**src/rtl/exe_stage.sv**
```systemverilog
// Execute stage: operand forwarding, single-cycle ALU, branch resolution and an
// iterative shift-add MUL / restoring DIV unit that stalls the front of the pipe.
module exe_stage #(
    parameter int unsigned WIDTH = 32
) (
    input  logic             clk,
    input  logic             rst,
    input  logic [WIDTH-1:0] pc_in,
    input  logic [WIDTH-1:0] val1_in,
    input  logic [WIDTH-1:0] val2_in,
    input  logic [WIDTH-1:0] reg2_in,
    input  logic [3:0]       ex_cmd,
    input  logic [1:0]       branch_type,
    input  logic             wb_en_in,
    input  logic             mem_read_in,
    input  logic             mem_write_in,
    input  logic [4:0]       dst_in,
    input  logic [1:0]       fwd_sel_a,
    input  logic [1:0]       fwd_sel_b,
    input  logic [1:0]       fwd_sel_st,
    input  logic [WIDTH-1:0] mem_fwd,
    input  logic [WIDTH-1:0] wb_fwd,
    input  logic             kill,
    output logic [WIDTH-1:0] alu_result,
    output logic [WIDTH-1:0] st_data,
    output logic             br_taken,
    output logic [WIDTH-1:0] br_addr,
    output logic             wb_en_out,
    output logic             mem_read_out,
    output logic             mem_write_out,
    output logic [4:0]       dst_out,
    output logic             stall,
    output logic             mc_busy
);

    localparam int unsigned    CntW    = $clog2(WIDTH);
    localparam logic [CntW-1:0] CntLast = CntW'(WIDTH - 1);

    localparam logic [3:0] CmdAdd = 4'd0;
    localparam logic [3:0] CmdSub = 4'd1;
    localparam logic [3:0] CmdAnd = 4'd2;
    localparam logic [3:0] CmdOr  = 4'd3;
    localparam logic [3:0] CmdNor = 4'd4;
    localparam logic [3:0] CmdXor = 4'd5;
    localparam logic [3:0] CmdSll = 4'd6;
    localparam logic [3:0] CmdSra = 4'd7;
    localparam logic [3:0] CmdSrl = 4'd8;
    localparam logic [3:0] CmdMul = 4'd9;
    localparam logic [3:0] CmdDiv = 4'd10;

    localparam logic [1:0] BrBez = 2'b01;
    localparam logic [1:0] BrBne = 2'b10;
    localparam logic [1:0] BrJmp = 2'b11;

    typedef enum logic [1:0] {StIdle, StBusy, StDone} state_e;

    function automatic logic [WIDTH-1:0] fwd_mux(input logic [1:0]       sel,
                                                 input logic [WIDTH-1:0] id_val,
                                                 input logic [WIDTH-1:0] mem_val,
                                                 input logic [WIDTH-1:0] wb_val);
        case (sel)
            2'b01:   return mem_val;
            2'b10:   return wb_val;
            default: return id_val;
        endcase
    endfunction

    logic [WIDTH-1:0] op_a, op_b, op_s;
    logic [CntW-1:0]  shamt;
    logic [WIDTH-1:0] alu_comb;
    logic             br_cond;

    assign op_a    = fwd_mux(fwd_sel_a, val1_in, mem_fwd, wb_fwd);
    assign op_b    = fwd_mux(fwd_sel_b, val2_in, mem_fwd, wb_fwd);
    assign op_s    = fwd_mux(fwd_sel_st, reg2_in, mem_fwd, wb_fwd);
    assign st_data = op_s;
    assign shamt   = op_b[CntW-1:0];

    always_comb begin
        alu_comb = '0;
        case (ex_cmd)
            CmdAdd:  alu_comb = op_a + op_b;
            CmdSub:  alu_comb = op_a - op_b;
            CmdAnd:  alu_comb = op_a & op_b;
            CmdOr:   alu_comb = op_a | op_b;
            CmdNor:  alu_comb = ~(op_a | op_b);
            CmdXor:  alu_comb = op_a ^ op_b;
            CmdSll:  alu_comb = op_a << shamt;
            CmdSra:  alu_comb = $signed(op_a) >>> shamt;
            CmdSrl:  alu_comb = op_a >> shamt;
            CmdMul:  alu_comb = '0;
            CmdDiv:  alu_comb = '0;
            default: alu_comb = op_b;
        endcase
    end

    always_comb begin
        br_cond = 1'b0;
        br_addr = pc_in + (op_b << 2);
        case (branch_type)
            BrBez:   br_cond = (op_a == '0);
            BrBne:   br_cond = (op_a != op_s);
            BrJmp: begin
                br_cond = 1'b1;
                br_addr = op_b;
            end
            default: br_cond = 1'b0;
        endcase
    end

    state_e           state_q, state_d;
    logic [CntW-1:0]  cnt_q, cnt_d;
    logic [WIDTH-1:0] mc_a_q, mc_a_d;
    logic [WIDTH-1:0] mc_b_q, mc_b_d;
    logic [WIDTH-1:0] acc_q, acc_d;
    logic [WIDTH-1:0] rem_q, rem_d;
    logic [WIDTH-1:0] mc_result_q, mc_result_d;
    logic             is_div_q, is_div_d;
    logic             start;
    logic [WIDTH:0]   trial;
    logic             trial_ge;

    // Flushed ID/EX entries carry wb_en=0 and must never launch an operation.
    assign start = !rst && (state_q == StIdle) && wb_en_in &&
                   ((ex_cmd == CmdMul) || (ex_cmd == CmdDiv));

    // Restoring division: dividend bits shift out of mc_a while quotient bits shift in.
    assign trial    = {rem_q, mc_a_q[WIDTH-1]};
    assign trial_ge = (trial >= {1'b0, mc_b_q});

    always_comb begin
        state_d     = state_q;
        cnt_d       = cnt_q;
        mc_a_d      = mc_a_q;
        mc_b_d      = mc_b_q;
        acc_d       = acc_q;
        rem_d       = rem_q;
        mc_result_d = mc_result_q;
        is_div_d    = is_div_q;
        case (state_q)
            StIdle: begin
                if (start) begin
                    mc_a_d   = op_a;
                    mc_b_d   = op_b;
                    acc_d    = '0;
                    rem_d    = '0;
                    cnt_d    = '0;
                    is_div_d = (ex_cmd == CmdDiv);
                    state_d  = StBusy;
                end
            end
            StBusy: begin
                if (is_div_q) begin
                    mc_a_d = {mc_a_q[WIDTH-2:0], trial_ge};
                    rem_d  = trial_ge ? (trial[WIDTH-1:0] - mc_b_q) : trial[WIDTH-1:0];
                end else begin
                    acc_d  = acc_q + (mc_b_q[0] ? mc_a_q : '0);
                    mc_a_d = mc_a_q << 1;
                    mc_b_d = mc_b_q >> 1;
                end
                cnt_d = cnt_q + 1'b1;
                if (kill) begin
                    state_d = StIdle;
                end else if (cnt_q == CntLast) begin
                    mc_result_d = is_div_q ? mc_a_d : acc_d;
                    state_d     = StDone;
                end
            end
            StDone:  state_d = StIdle;
            default: state_d = StIdle;
        endcase
    end

    always_ff @(posedge clk or posedge rst) begin
        if (rst) begin
            state_q     <= StIdle;
            cnt_q       <= '0;
            mc_a_q      <= '0;
            mc_b_q      <= '0;
            acc_q       <= '0;
            rem_q       <= '0;
            mc_result_q <= '0;
            is_div_q    <= 1'b0;
        end else begin
            state_q     <= state_d;
            cnt_q       <= cnt_d;
            mc_a_q      <= mc_a_d;
            mc_b_q      <= mc_b_d;
            acc_q       <= acc_d;
            rem_q       <= rem_d;
            mc_result_q <= mc_result_d;
            is_div_q    <= is_div_d;
        end
    end

    assign stall   = start || (!rst && (state_q == StBusy));
    assign mc_busy = (state_q != StIdle);

    assign alu_result    = (state_q == StDone) ? mc_result_q : alu_comb;
    assign br_taken      = br_cond && !stall;
    assign wb_en_out     = wb_en_in && !stall;
    assign mem_read_out  = mem_read_in && !stall;
    assign mem_write_out = mem_write_in && !stall;
    assign dst_out       = dst_in;

endmodule

```
**config.mk**
```make
export PLATFORM = sky130hd
export DESIGN_NAME = exe_stage
export DESIGN_NICKNAME = d
export VERILOG_FILES = /design/src/rtl/exe_stage.sv
export SDC_FILE = /design/constraint.sdc
export NUM_CORES = 1
export LEC_CHECK = 0
export CAP_MARGIN = 10
export CELL_PAD_IN_SITES_DETAIL_PLACEMENT = 1
export CELL_PAD_IN_SITES_GLOBAL_PLACEMENT = 2
export CORE_MARGIN = 2
export CORE_UTILIZATION = 35
export CTS_CLUSTER_SIZE = 10
export DETAILED_ROUTE_END_ITERATION = 12
export PLACE_DENSITY = 0.95
export SLEW_MARGIN = 20
export SYNTH_ARGS = -nofsm -noshare
export SYNTH_HDL_FRONTEND = slang
export SYNTH_SLANG_ARGS = --single-unit
```
**constraint.sdc**
```tcl
create_clock -name clk -period 16 [get_ports clk]
set_input_delay 3.2 -clock clk [delete_from_list [all_inputs] [get_ports clk]]
set_output_delay 3.2 -clock clk [all_outputs]
set_load 0.02 [all_outputs]
```
==> flow_summary.json <==
{
  "dr.pass1.iters": 5,
  "die_h_um": 259,
  "final_util_pct": 42.5,
  "wire_per_inst_um": 28.1,
  "antenna_left": 0,
  "synth_top_area_share_pct": 18.4,
  "dpl_cell_area_mm2": 0.0268,
  "fin_crit_sh_pct": 85.2,
  "avgSynthCellArea_um2": 7.25,
  "critPathArrivalTime_ns": 10.43,
  "vias": 26500,
  "dpl.hpwl_um": 90800,
  "finalClockSkew_ns": 0.0133,
  "vias_per_cell": 6.28,
  "setup_viol": 0,
  "cts_root_buffer": "clkbuf_16",
  "ys.flop_type": "dfrtp_1",
  "fin_crit_ns": 13.63,
  "slew_headroom_pct": 22.3,
  "endpoint_kind": "primary output",
  "netlist_instances": 3149,
  "rsz0062_at_grt": "no",
  "hold_slack_ns": 0.490,
  "hold_path.class": "flop to flop",
  "finalMaxSlewViolations": 0,
  "yosysTopAreaCell": "dfrtp_1",
  "rows": 93,
  "worstMarginPinSlew_ns": 1.17,
  "routed_wl_um": 119000,
  "die_w_um": 259,
  "tns_ns": 0,
  "grt_pass1_vias": 26200,
  "ys_types": 79,
  "ys_async_sr_fraction_pct": 100,
  "cts_made_buffers": 17,
  "die-area_mm2": 0.0673,
  "synthToLayoutAreaGrowth_pct": 19.9,
  "cp_max_fo": 64,
  "place_congestion": 1.08,
  "port_buffers": 311,
  "cts_hold_buffers": 0,
  "syn_area_mm2": 0.0228,
  "finalNetCount": 3777,
  "maxCapViolCount": 0,
  "status": "finished, final reports clean",
  "synth_top_cells_by_area": "dfrtp_1 (18%), ha_1 (11%), o21ai_0 (6.8%), a21oi_1 (6.4%), nand2_1 (5.7%)",
  "finalInstanceArea_mm2": 0.0274,
  "power.leakage_nw": 12.2,
  "yosysWarnings": 0,
  "synth_edf_count": 0,
  "max-vdd-ir-drop_mv": 0.0853,
  "synth_seq_cells": 168,
  "top_level_ports": 322,
  "hold_viol_final": 0,
  "pre_cts_slack_ns": 2.57,
  "track_usage_pct": 34.5,
  "drc": 0,
  "start_util_pct": 35.4,
  "timing.fmax_ghz": 0.0734,
  "grt_pass1_wl_um": 174000,
  "clk_pin_slew_worst_paths_ns": 0.07,
  "cts_tree": "yes",
  "setup_slack_ns": 2.37,
  "critPathLaunchType": "input pin",
  "cts_setup_buffers": 0,
  "power.density_mw_per_mm2": 111,
  "htreeDepth": 4,
  "syn_nets": 3572,
  "grt_start_max_net_pins": 74,
  "drive_above_1_share_pct": 5.73,
  "ctsResizeCount": 0,
  "ys_seq_area_share_pct": 18.4,
  "required_ns": 12.80,
  "insertion_delay_ns": 0.50,
  "clock_sinks": 168,
  "drtIter0Drc": 2907,
  "coreArea_mm2": 0.0645,
  "clock_path_buffers": 2,
  "crit_type": "input pin to primary output",
  "antenna_found_initial": 8,
  "grt_overflow": 0
}
metrics by stage:
stage	total power, mW	std cells
global route	3.25	4226
global placement	2.56	4190
finish	3.04	4228
floorplan	1.92	3149
detailed placement	2.60	4190
CTS	3.02	4221
report_power, final:
group          internal [mW]  switching [mW]
sequential             0.537           0.102
clock                  0.201           0.203
combinational          0.766            1.23
total                   1.50            1.54
synthesized netlist by cell type (all sizes together), types with 31 or more instances:
| master | n |
|---|---|
| dfrtp | 168 |
| a221oi | 36 |
| a21oi | 296 |
| a21o | 64 |
| a221o | 31 |
| nor3 | 38 |
| xnor2 | 119 |
| buf | 68 |
| o21ai | 339 |
| and2 | 44 |
| o22ai | 32 |
| o21a | 39 |
| nand3 | 85 |
| nand2 | 348 |
| nor2 | 294 |
| mux2i | 123 |
| ha | 204 |
| clkbuf | 143 |
| xor2 | 51 |
| a211oi | 64 |
| inv | 126 |
| a22oi | 100 |
| a31oi | 31 |
state kept, by name, indices dropped and copies added, names as in the netlist:
name	flops
is_div_q	1
mc_b_q	32
cnt_q	5
state_q	2
mc_result_q	32
mc_a_q	32
rem_q	32
acc_q	32
per-layer routing:
metal	global-route usage, %	part of all wire, %	wire length [um]
met1	44.3	41	48900
met2	52.9	43	51100
met3	8.07	9.5	11300
met5	0	0.039	46
met4	19.8	6.3	7460
kinds of logic (layout without fill, tap and decap cells):
| family | Yosys count | after routing | share of synthesized area (%) |
|---|---|---|---|
| AO/OA/AOI/OAI | 1164 | 1164 | 32.2 |
| XOR/XNOR | 170 | 170 | 6.52 |
| adder cells (fa/ha/maj) | 208 | 208 | 11.5 |
| buffers and inverters | 340 | 557 | 6.19 |
| flip-flops | 168 | 168 | 18.4 |
| multiplexers | 145 | 145 | 6.49 |
| other | 0 | 7 | 0 |
| AND/OR/NAND/NOR | 954 | 954 | 18.6 |
area by class of cell:
| class | instances | area, um2 |
|---|---|---|
| Clock buffer | 17 | 425 |
| Antenna cell | 7 | 17.5 |
| Multi-Input combinational cell | 2641 | 17300 |
| Inverter | 129 | 492 |
| Timing Repair Buffer | 397 | 3760 |
| Sequential cell | 168 | 4210 |
| Tap cell | 855 | 1070 |
| Clock inverter | 14 | 116 |
| Fill cell | 8023 | 37100 |
placed cells by master, fill, tap and decap left out, drive strengths merged, types with 7 or more instances in the layout:
cell             n
nor3            38
clkdlybuf4s50  311
a22oi          100
nor2           294
nand4           28
o211ai          28
a211o            9
or3              8
and2            44
o21ai          339
xnor2          119
a221oi          36
ha             204
a221o           31
inv            133
nand2b          20
o21a            39
mux2i          123
buf             86
a21o            64
o22ai           32
clkbuf          17
a21oi          296
nor2b           28
nor4            18
o2111ai          7
nand2          348
mux2            22
a211oi          64
nand3           85
o31ai           15
o21bai          15
dfrtp          168
and3            22
a22o            13
a31oi           31
xor2            51
diode            7
worst max-delay path, stage by stage:
cell	delay, ns
clkdlybuf4s50_1	0.50
inv_1	0.06
ha_2	0.30
buf_4	0.52
o21a_1	0.63
inv_1	0.12
nor2_1	0.49
nand2_1	0.29
o21ai_0	0.27
xnor2_1	0.17
ha_1	0.33
a211o_1	0.30
o311ai_1	0.39
a31oi_1	0.28
a211o_1	0.40
a21oi_1	0.44
o31ai_1	0.25
a21oi_1	0.24
a32o_1	0.16
a21oi_1	0.06
o21ai_0	0.29
clkdlybuf4s50_1	0.67
final timing paths:
path	startpoint	cells past startpoint	slack, ns	to
max	fwd_sel_b[0]	22	2.37	alu_result[27]
min	mc_result_q[9]	2	0.49	mc_result_q[9]
max reg2reg	mc_b_q[0]	15	11.51	mc_result_q[30]
min reg2reg	mc_result_q[9]	2	0.49	mc_result_q[9]
max in group asynchronous	rst	4	10.77	rem_q[15]
min in group asynchronous	rst	2	3.10	mc_result_q[8]
Power figures use the tool's default switching activity.
